--- config.mk ---
export PLATFORM = sky130hd
export DESIGN_NAME = ines_rom_loader
export DESIGN_NICKNAME = d
export VERILOG_FILES = /design/src/rtl/ines_rom_loader.sv
export SDC_FILE = /design/constraint.sdc
export NUM_CORES = 1
export LEC_CHECK = 0
export ABC_AREA = 1
export CORE_AREA = 8 8 188 154
export DETAILED_ROUTE_END_ITERATION = 10
export DIE_AREA = 0 0 196 162
export GPL_TIMING_DRIVEN = 1
export SLEW_MARGIN = 20
export SYNTH_ARGS = -nofsm -noshare
export SYNTH_HDL_FRONTEND = slang
export SYNTH_SLANG_ARGS = --single-unit
--- constraint.sdc ---
create_clock -name clk -period 3.1 [get_ports clk]
set_input_delay 0.465 -clock clk [delete_from_list [all_inputs] [get_ports clk]]
set_output_delay 0.465 -clock clk [all_outputs]
set_load 0.1 [all_outputs]
--- src/rtl/ines_rom_loader.sv ---
// ines_rom_loader
//   Sits on the SoC game_rom conduit and turns NIOS byte writes of a .nes
//   image (rom_addr = file offset) into PRG/CHR RAM writes. The 16-byte iNES
//   header is captured and validated. Written bytes can be read back, and the
//   NES core is held in reset until the whole image has been loaded.
// Ports
//   clk, reset_n                 system clock, async active-low reset
//   to_game_rom / from_game_rom  conduit write data / readback data
//   write_rom / read_rom         level strobes, one access per rising edge
//   rom_addr                     file byte offset
//   prg_addr/wdata/we/rdata      PRG RAM port B (sync read, 1-cycle latency)
//   chr_addr/wdata/we/rdata      CHR RAM port B (sync read, 1-cycle latency)
//   prg_banks, chr_banks, mapper, mirroring   decoded header fields
//   header_valid, load_done, load_err         load status
//   nes_reset_n                  released once load_done & ~load_err
module ines_rom_loader #(
  parameter int unsigned PRG_AW = 15,
  parameter int unsigned CHR_AW = 13
) (
  input  logic              clk,
  input  logic              reset_n,
  input  logic [7:0]        to_game_rom,
  output logic [7:0]        from_game_rom,
  input  logic              write_rom,
  input  logic              read_rom,
  input  logic [15:0]       rom_addr,
  output logic [PRG_AW-1:0] prg_addr,
  output logic [7:0]        prg_wdata,
  output logic              prg_we,
  input  logic [7:0]        prg_rdata,
  output logic [CHR_AW-1:0] chr_addr,
  output logic [7:0]        chr_wdata,
  output logic              chr_we,
  input  logic [7:0]        chr_rdata,
  output logic [7:0]        prg_banks,
  output logic [7:0]        chr_banks,
  output logic [7:0]        mapper,
  output logic              mirroring,
  output logic              header_valid,
  output logic              load_done,
  output logic              load_err,
  output logic              nes_reset_n
);

  typedef enum logic [1:0] {ST_HEADER, ST_PAYLOAD, ST_DONE, ST_ERROR} state_t;

  localparam logic [23:0] PRG_CAP = 24'd1 << PRG_AW;
  localparam logic [23:0] CHR_CAP = 24'd1 << CHR_AW;

  state_t      state;
  logic [7:0]  hdr [16];
  logic        write_q, read_q;
  logic        wr_ev, rd_ev;
  logic [23:0] p, prg_sz, chr_sz, tot;
  logic        hdr_ok;
  // Two-stage read pipeline: stage 1 = address on the RAM port,
  // stage 2 = RAM data valid and captured into from_game_rom.
  logic        rd_v1, rd_v2, rd_sel1, rd_sel2;

  assign wr_ev = write_rom & ~write_q;
  assign rd_ev = read_rom & ~read_q & ~wr_ev;

  assign p      = {8'd0, rom_addr} - 24'd16;
  assign prg_sz = {2'd0, hdr[4], 14'd0};
  assign chr_sz = {3'd0, hdr[5], 13'd0};
  assign tot    = prg_sz + chr_sz;

  assign hdr_ok = (hdr[0] == 8'h4E) && (hdr[1] == 8'h45) && (hdr[2] == 8'h53) &&
                  (hdr[3] == 8'h1A) && (hdr[4] != 8'd0) &&
                  (prg_sz <= PRG_CAP) && (chr_sz <= CHR_CAP);

  assign prg_banks   = hdr[4];
  assign chr_banks   = hdr[5];
  assign mapper      = {hdr[7][7:4], hdr[6][7:4]};
  assign mirroring   = hdr[6][0];
  assign nes_reset_n = load_done & ~load_err;

  always_ff @(posedge clk or negedge reset_n) begin
    if (!reset_n) begin
      state         <= ST_HEADER;
      write_q       <= 1'b0;
      read_q        <= 1'b0;
      for (int unsigned i = 0; i < 16; i++) hdr[i] <= '0;
      header_valid  <= 1'b0;
      load_done     <= 1'b0;
      load_err      <= 1'b0;
      prg_addr      <= '0;
      prg_wdata     <= '0;
      prg_we        <= 1'b0;
      chr_addr      <= '0;
      chr_wdata     <= '0;
      chr_we        <= 1'b0;
      from_game_rom <= '0;
      rd_v1         <= 1'b0;
      rd_v2         <= 1'b0;
      rd_sel1       <= 1'b0;
      rd_sel2       <= 1'b0;
    end else begin
      write_q <= write_rom;
      read_q  <= read_rom;
      prg_we  <= 1'b0;
      chr_we  <= 1'b0;
      rd_v1   <= 1'b0;
      rd_v2   <= rd_v1;
      rd_sel2 <= rd_sel1;

      if (rd_v2) from_game_rom <= rd_sel2 ? chr_rdata : prg_rdata;

      if (wr_ev) begin
        if (rom_addr == 16'd0) begin
          // Offset 0 always restarts the load, whatever the current state.
          hdr[0]       <= to_game_rom;
          header_valid <= 1'b0;
          load_done    <= 1'b0;
          load_err     <= 1'b0;
          state        <= ST_HEADER;
        end else begin
          unique case (state)
            ST_HEADER: begin
              if (rom_addr < 16'd16) begin
                hdr[rom_addr[3:0]] <= to_game_rom;
                // Byte 15 is not part of the checked fields, so the
                // stored bytes 0..5 are already final here.
                if (rom_addr == 16'd15) begin
                  if (hdr_ok) begin
                    header_valid <= 1'b1;
                    state        <= ST_PAYLOAD;
                  end else begin
                    load_err <= 1'b1;
                    state    <= ST_ERROR;
                  end
                end
              end else begin
                load_err <= 1'b1;
                state    <= ST_ERROR;
              end
            end
            ST_PAYLOAD, ST_DONE: begin
              if (rom_addr >= 16'd16) begin
                if (p < prg_sz) begin
                  prg_addr  <= PRG_AW'(p);
                  prg_wdata <= to_game_rom;
                  prg_we    <= 1'b1;
                end else if (p < tot) begin
                  chr_addr  <= CHR_AW'(p - prg_sz);
                  chr_wdata <= to_game_rom;
                  chr_we    <= 1'b1;
                end else begin
                  load_err <= 1'b1;
                  state    <= ST_ERROR;
                end
                if (p == tot - 24'd1) begin
                  load_done <= 1'b1;
                  state     <= ST_DONE;
                end
              end
            end
            ST_ERROR: ;
          endcase
        end
      end else if (rd_ev) begin
        if (rom_addr < 16'd16) begin
          from_game_rom <= hdr[rom_addr[3:0]];
        end else if (header_valid && (p < prg_sz)) begin
          prg_addr <= PRG_AW'(p);
          rd_v1    <= 1'b1;
          rd_sel1  <= 1'b0;
        end else if (header_valid && (p < tot)) begin
          chr_addr <= CHR_AW'(p - prg_sz);
          rd_v1    <= 1'b1;
          rd_sel1  <= 1'b1;
        end else begin
          from_game_rom <= 8'hFF;
        end
      end
    end
  end

endmodule

; ---- Yosys cells after proc, flatten, opt, wreduce, memory -nomap -nowiden
; Index checks and enable logic that the tools add are counted.
[totals]
register_bits = 193
latch_bits = 0
ramBits = 0
rom_bits = 0
in_bits = 44
n_memories = 0
[classes]
n_addsub = 4
n_mul = 0
n_div = 0
magnitude_cmp = 8
n_eq_ne = 23
shift = 0
muxes = 78
n_bitwise = 12
reduce_logical = 36
[ops]
columns = op, count
row1 = $mux 128, 2
row2 = $mux 13, 10
row3 = $bwmux 128, 1
row4 = $mux 15, 8
row5 = $mux 8, 11
row6 = $mux 1, 34
row7 = $bmux 8 s4, 1
row8 = $demux 8 s4, 1
row9 = $eq 24x24->1, 1
row10 = $eq 8x7->1 const B, 3
row11 = $lt 24x22->1, 1
row12 = $lt 24x23->1, 1
row13 = $sub 23x1->24 const B, 1
row14 = $add 22x21->23, 1
row15 = $le 22x16->1 const B, 1
row16 = $reduce_bool 2->1, 11
row17 = $le 21x14->1 const B, 1
row18 = $sub 16x5->17 const B, 1
row19 = $eq 16x4->1 const B, 1
row20 = $ge 16x5->1 const B, 1
row21 = $logic_not 16->1, 1
row22 = $lt 16x5->1 const B, 1
row23 = $mux 2, 8
row24 = $ne 4x4->1 const B, 4
row25 = other kinds (25), 55

; ---- Longest topological paths before layout
[depth]
word_depth = 12
depth_mapped = 20

; ---- Least setup slack after synthesis
; Ideal clock, no wire load.
[synth_path]
path_kind = input-to-reg
start = input port rom_addr[4]
end = register chr_addr[6]
t_arrival_ns = 2.865
path_slack_ns = 0.107
path_stages = 17
n_path_buf = 1
path_cell_list = inv_1 -> ha_1 -> nand2_2 -> nor2_2 -> nand3_2 -> nor2_4 -> ha_1 -> a21oi_1 -> o21a_1 -> nand2_1 -> nand4_1 -> nand2_1 -> a211oi_2 -> nand2_1 -> buf_2 -> nand2_1 -> o21ai_1
[synth_between]
elab_chain_len = 8
elab_cells_between_ends = 27
classes_between = add/sub (2) / order compare (4) / eq/ne (6) / mux (10) / reduce/logical (5)
[synth_rtl]
columns = item, line_no
row1 = "start, declared", 26  ; input logic [15:0] rom_addr,
row2 = $sub 16x5->17, 63  ; assign p = {8'd0, rom_addr} - 24'd16;
row3 = $sub 13x1->13, "145, 169"
row4 = $mux 13, 144  ; end else if (p < tot) begin
row5 = $mux 13, 140  ; if (p < prg_sz) begin
row6 = $mux 13, 139  ; if (rom_addr >= 16'd16) begin
row7 = $mux 13, 118  ; unique case (state)
row8 = $mux 13, 110  ; if (rom_addr == 16'd0) begin
row9 = $mux 13, 109  ; if (wr_ev) begin
row10 = "end signal, assigned", 145  ; chr_addr <= CHR_AW'(p - prg_sz);
row11 = "end signal, assigned", 169  ; chr_addr <= CHR_AW'(p - prg_sz);
row12 = "end, declared", 31  ; output logic [CHR_AW-1:0] chr_addr,
; Several ways; a longest one is shown, not always the timed one. The select of a mux whose other input is x is not followed.
; A chain may end at the register's enable or synchronous reset.

; ---- Final worst setup path
[layout_path]
start = input port rom_addr[4]
end = register prg_addr[11]
[layout_between]
elab_cells_between_ends = 20
classes_between = add/sub (1) / order compare (3) / eq/ne (4) / mux (8) / reduce/logical (4)
[layout_lines]
columns = item, line_no
row1 = $sub 16x5->17 *, 63
row2 = via p[4], 54  ; logic [23:0] p, prg_sz, chr_sz, tot;
row3 = $lt 24x22->1 *, "140, 164"
row4 = $logic_and 1x1->1, 164  ; end else if (header_valid && (p < prg_sz)) begin
row5 = $reduce_bool 2->1 (no line), -
row6 = $reduce_and 7->1 (no line) *, -
row7 = "end signal, assigned", 141  ; prg_addr <= PRG_AW'(p);
row8 = "end signal, assigned", 165  ; prg_addr <= PRG_AW'(p);
row9 = "end, declared", 27  ; output logic [PRG_AW-1:0] prg_addr,
; The timed path passes the listed nets; every way through them passes the cells marked *. The select of a mux whose other input is x is not followed.

==> run_results.csv <==
group,metric,value,unit
outcome,run_status,"complete, no violations",
worst_setup_path,critical_path.endpoint_type,"flop",
grt,grt_pass1_vias,8826,
routing,drtPass1Iterations,5,
place,port_buffers,126,
grt,grt_first_pass_wirelength,51320,microns
worst_setup_path,worst-r2r-setup-slack,250,ps
worst_setup_path,max_stage_delay,450,ps
die,num_ports,127,
yosys,synth_edf_count,0,
yosys,synth_nets,1345,
flow_run,max_cap_violations,0,
yosys,ys_async_sr_fraction,1.000,
worst_setup_path,critPathArrivalTime,3260,ps
worst_setup_path,cell_family_contributing_the_most_delay_on_the_critical_path,"buffers and inverters",
worst_setup_path,crit_path_cell_trace,"clkdlybuf4s50_1 > inv_2 > ha_4 > nand2_2 > nor2_4 > nand3_2 > nor2_4 > buf_4 > buf_4 > ha_1 > a21oi_1 > o211ai_1 > inv_2 > nand2_4 > o21ai_4 > clkbuf_16 > o21ai_1",
die,chipHeight,162,microns
worst_setup_path,r2r-end,"chr_addr[6]$_DFFE_PN0P_",
final_layout,drive_gt1_frac,0.1904,
sta,worst-slew-pin-transition,796.3,ps
worst_setup_path,critical_path.max_fanout,6,
die,fp.dieW,196,microns
sta,summed_negative_setup_slack_over_all_endpoints,0,ps
sta,setup-violations-final,0,
worst_setup_path,worst-path-buf-inv,6,
routing,viasPerCell,5.220,
final_layout,flow.area_growth_from_synthesis,23.16,%
cts,cts_max_level,4,
routing,post-route-drc-count,0,
cts,clk_transition_reported_paths,80,ps
final_layout,finalNetCount,1492,
die,core-area,25860,sq um
grt,gr-total-overflow,0,
worst_setup_path,critical_setup_path_kind,"primary input to flop",
cts,count_of_clock_tree_sinks,193,
die,initial_utilization,0.4052,
routing,ant_nets,0,
yosys,yosys_warnings,0,
grt,pin_count_of_the_biggest_net_entering_global_routing,74,
die,num_rows,53,
final_layout,antenna_cells,0,
yosys,synth_cell_type_count,49,
worst_setup_path,worstPathRequired,3430,ps
sta,period_share,0.9470,
yosys,cell_type_with_the_largest_total_area_after_synthesis,"sky130_fd_sc_hd__dfrtp_1",
routing,wl_per_cell,18.54,microns
power_and_ir_drop,power.ir.vdd_worst,0.0007010,V
sta,min_setup_slack_post_route,164.2,ps
power_and_ir_drop,leakage,6.312,nW
cts,clk_latency,440,ps
hold_path,hold_path.class,"primary input to async pin",
place,preCtsSetupSlack,-281.2,ps
cts,clockRootBuffer,"sky130_fd_sc_hd__clkbuf_16",
yosys,synth.top_cells.by_count,"sky130_fd_sc_hd__nand2_1, sky130_fd_sc_hd__dfrtp_1, sky130_fd_sc_hd__inv_1",
cts,max-clock-path-buffers,2,
die,die_area,31750,sq um
sta,final-hold-violation-count,0,
yosys,yosysMostFrequentCell,"sky130_fd_sc_hd__nand2_1",
yosys,synth.yosys.seq_area_share,0.4608,
grt,grt_antenna_before_repair,0,
worst_setup_path,rr_startpoint,"chr_banks[1]$_DFFE_PN0P_",
yosys,synth_flop_cell,"sky130_fd_sc_hd__dfrtp_1",
sta,final_period_minus_worst_setup_slack,2936,ps
place,dp.final_hpwl,24040,microns
worst_setup_path,critical_path.slowest_cell,"sky130_fd_sc_hd__clkdlybuf4s50_1",
yosys,postSynthCellCount,1274,
yosys,syn_area,10480,sq um
worst_setup_path,worstRegToRegCells,15,
routing,detail_route.iter0.violations,725,
final_layout,post-route-cell-area,12910,sq um
sta,holdWs,15.91,ps
grt,overall_track_demand_over_capacity_in_global_routing,0.2037,
yosys,synthesized_flop_and_latch_total,193,
sta,slew_headroom,0.4686,
final_layout,n_fill_cell,2505,
yosys,postSynthAreaPerCell,8.226,sq um
place,dpl-instance-area,12060,sq um
sta,slew_viol_final,0,
power_and_ir_drop,power_density,670.4,nW/um^2
place,gp_congestion,0.9105,
yosys,synth_top_area_frac,0.4608,
sta,clock-skew-final,12.87,ps
cts,postCtsHoldBufs,0,
routing,vias,9208,
routing,routed_wirelength,32700,microns
yosys,synth_area_leaders,"sky130_fd_sc_hd__dfrtp_1, sky130_fd_sc_hd__nand2_1, sky130_fd_sc_hd__o21ai_1",
cts,cts_inserted_buffers,17,
sta,maxClockFrequency,340.6,MHz
cts,tritoncts,"yes",
worst_setup_path,cp-start-kind,"primary input",
-- per-stage QoR --
stage	total power (W)	instances	utilization
after detailed placement	0.006442	1726	0.4664
after CTS	0.008702	1758	0.4896
final	0.008653	1764	0.4991
after floorplan	0.005547	1274	-
after global routing	0.008980	1764	0.4991
after global placement	0.006417	1726	0.4664
-- layout make-up --
| type | count | area [sq um] | share of cell area |
|---|---|---|---|
| tap | 330 | 412.9 | 0.03199 |
| clock inverter | 14 | 158.9 | 0.01231 |
| clock buffer | 18 | 439.2 | 0.03402 |
| sequential | 193 | 4832 | 0.3744 |
| inverter | 150 | 571.8 | 0.04430 |
| timing repair buffer | 202 | 1759 | 0.1363 |
| multi-input combinational | 857 | 4733 | 0.3667 |
-- worst max-delay path by stage --
stage / start / to / cells after the start
after floorplan: rom_addr[4] / chr_addr[6]$_DFFE_PN0P_ / 17
after CTS: chr_banks[1]$_DFFE_PN0P_ / from_game_rom[2]$_DFF_PN0_ / 16
after detailed placement: rom_addr[5] / state[0]$_DFFE_PN0P_ / 22
final: rom_addr[4] / prg_addr[11]$_DFFE_PN0P_ / 17
after global placement: rom_addr[7] / state[1]$_DFFE_PN0P_ / 21
after global routing: rom_addr[4] / prg_addr[6]$_DFFE_PN0P_ / 19
-- power breakdown --
group / switching [W] / internal (W)
combinational: 0.00273 / 0.000675
sequential: 0.000186 / 0.00280
clock: 0.00115 / 0.00111
total: 0.00407 / 0.00459
-- flip-flops by register name (all words and copies together) (netlist names) --
name,cells
hdr,103
prg_addr,15
chr_addr,13
chr_banks,8
chr_wdata,8
from_game_rom,8
mapper,8
prg_banks,8
prg_wdata,8
state,2
chr_we,1
header_valid,1
load_done,1
load_err,1
mirroring,1
prg_we,1
rd_sel1,1
rd_sel2,1
rd_v1,1
rd_v2,1
read_q,1
write_q,1
-- logic make-up after synthesis --
family,share of synthesized area
and+or+nand+nor,0.2394
DFF,0.4608
AOI/OAI and AO/OA,0.1603
buffers and inverters,0.1014
xor gates and xnor gates,0.004179
adders and majority gates,0.03295
muxes,0.0009551
-- placed cells by master, fill, tap and decap left out, types with 4 or more instances in the layout --
master	netlist	final
sky130_fd_sc_hd__nand2_1	342	334
sky130_fd_sc_hd__clkinv_8	0	4
sky130_fd_sc_hd__nor2_4	2	8
sky130_fd_sc_hd__nor2_2	9	7
sky130_fd_sc_hd__nor2_1	52	48
sky130_fd_sc_hd__o221ai_1	11	11
sky130_fd_sc_hd__nand3_1	50	49
sky130_fd_sc_hd__nor3_1	10	10
sky130_fd_sc_hd__clkdlybuf4s50_1	0	36
sky130_fd_sc_hd__inv_6	0	4
sky130_fd_sc_hd__a22oi_1	33	33
sky130_fd_sc_hd__o21ai_0	47	46
sky130_fd_sc_hd__o21ai_2	7	7
sky130_fd_sc_hd__ha_4	0	5
sky130_fd_sc_hd__nand2_2	3	11
sky130_fd_sc_hd__nand4_1	32	32
sky130_fd_sc_hd__clkbuf_16	0	18
sky130_fd_sc_hd__inv_8	1	4
sky130_fd_sc_hd__a22o_1	9	9
sky130_fd_sc_hd__inv_1	145	143
sky130_fd_sc_hd__o22ai_1	4	4
sky130_fd_sc_hd__dfrtp_1	193	191
sky130_fd_sc_hd__nand3_2	5	5
sky130_fd_sc_hd__nor2_8	4	4
sky130_fd_sc_hd__inv_2	3	5
sky130_fd_sc_hd__buf_4	25	148
sky130_fd_sc_hd__dlymetal6s2s_1	0	6
sky130_fd_sc_hd__a21oi_1	29	29
sky130_fd_sc_hd__o21ai_1	125	126
sky130_fd_sc_hd__nor4_1	11	11
sky130_fd_sc_hd__nand2_4	16	16
sky130_fd_sc_hd__buf_12	0	7
sky130_fd_sc_hd__ha_1	26	21
-- repair_timing --
action                                  CTS  global route
gates resized for setup                   0            43
buffers inserted                          0             4
endpoints found under the setup margin    0            43
-- per-layer routing --
| layer | part of all wire | track usage | vias to the layer above |
|---|---|---|---|
| li1 | - | - | 4504 |
| met5 | 0 | 0 | - |
| met4 | 0.012 | 0.04506 | 0 |
| met2 | 0.43 | 0.2993 | 273 |
| met1 | 0.50 | 0.3032 | 4400 |
| met3 | 0.059 | 0.04136 | 31 |
Note: power is estimated with default switching activity, not from simulation.
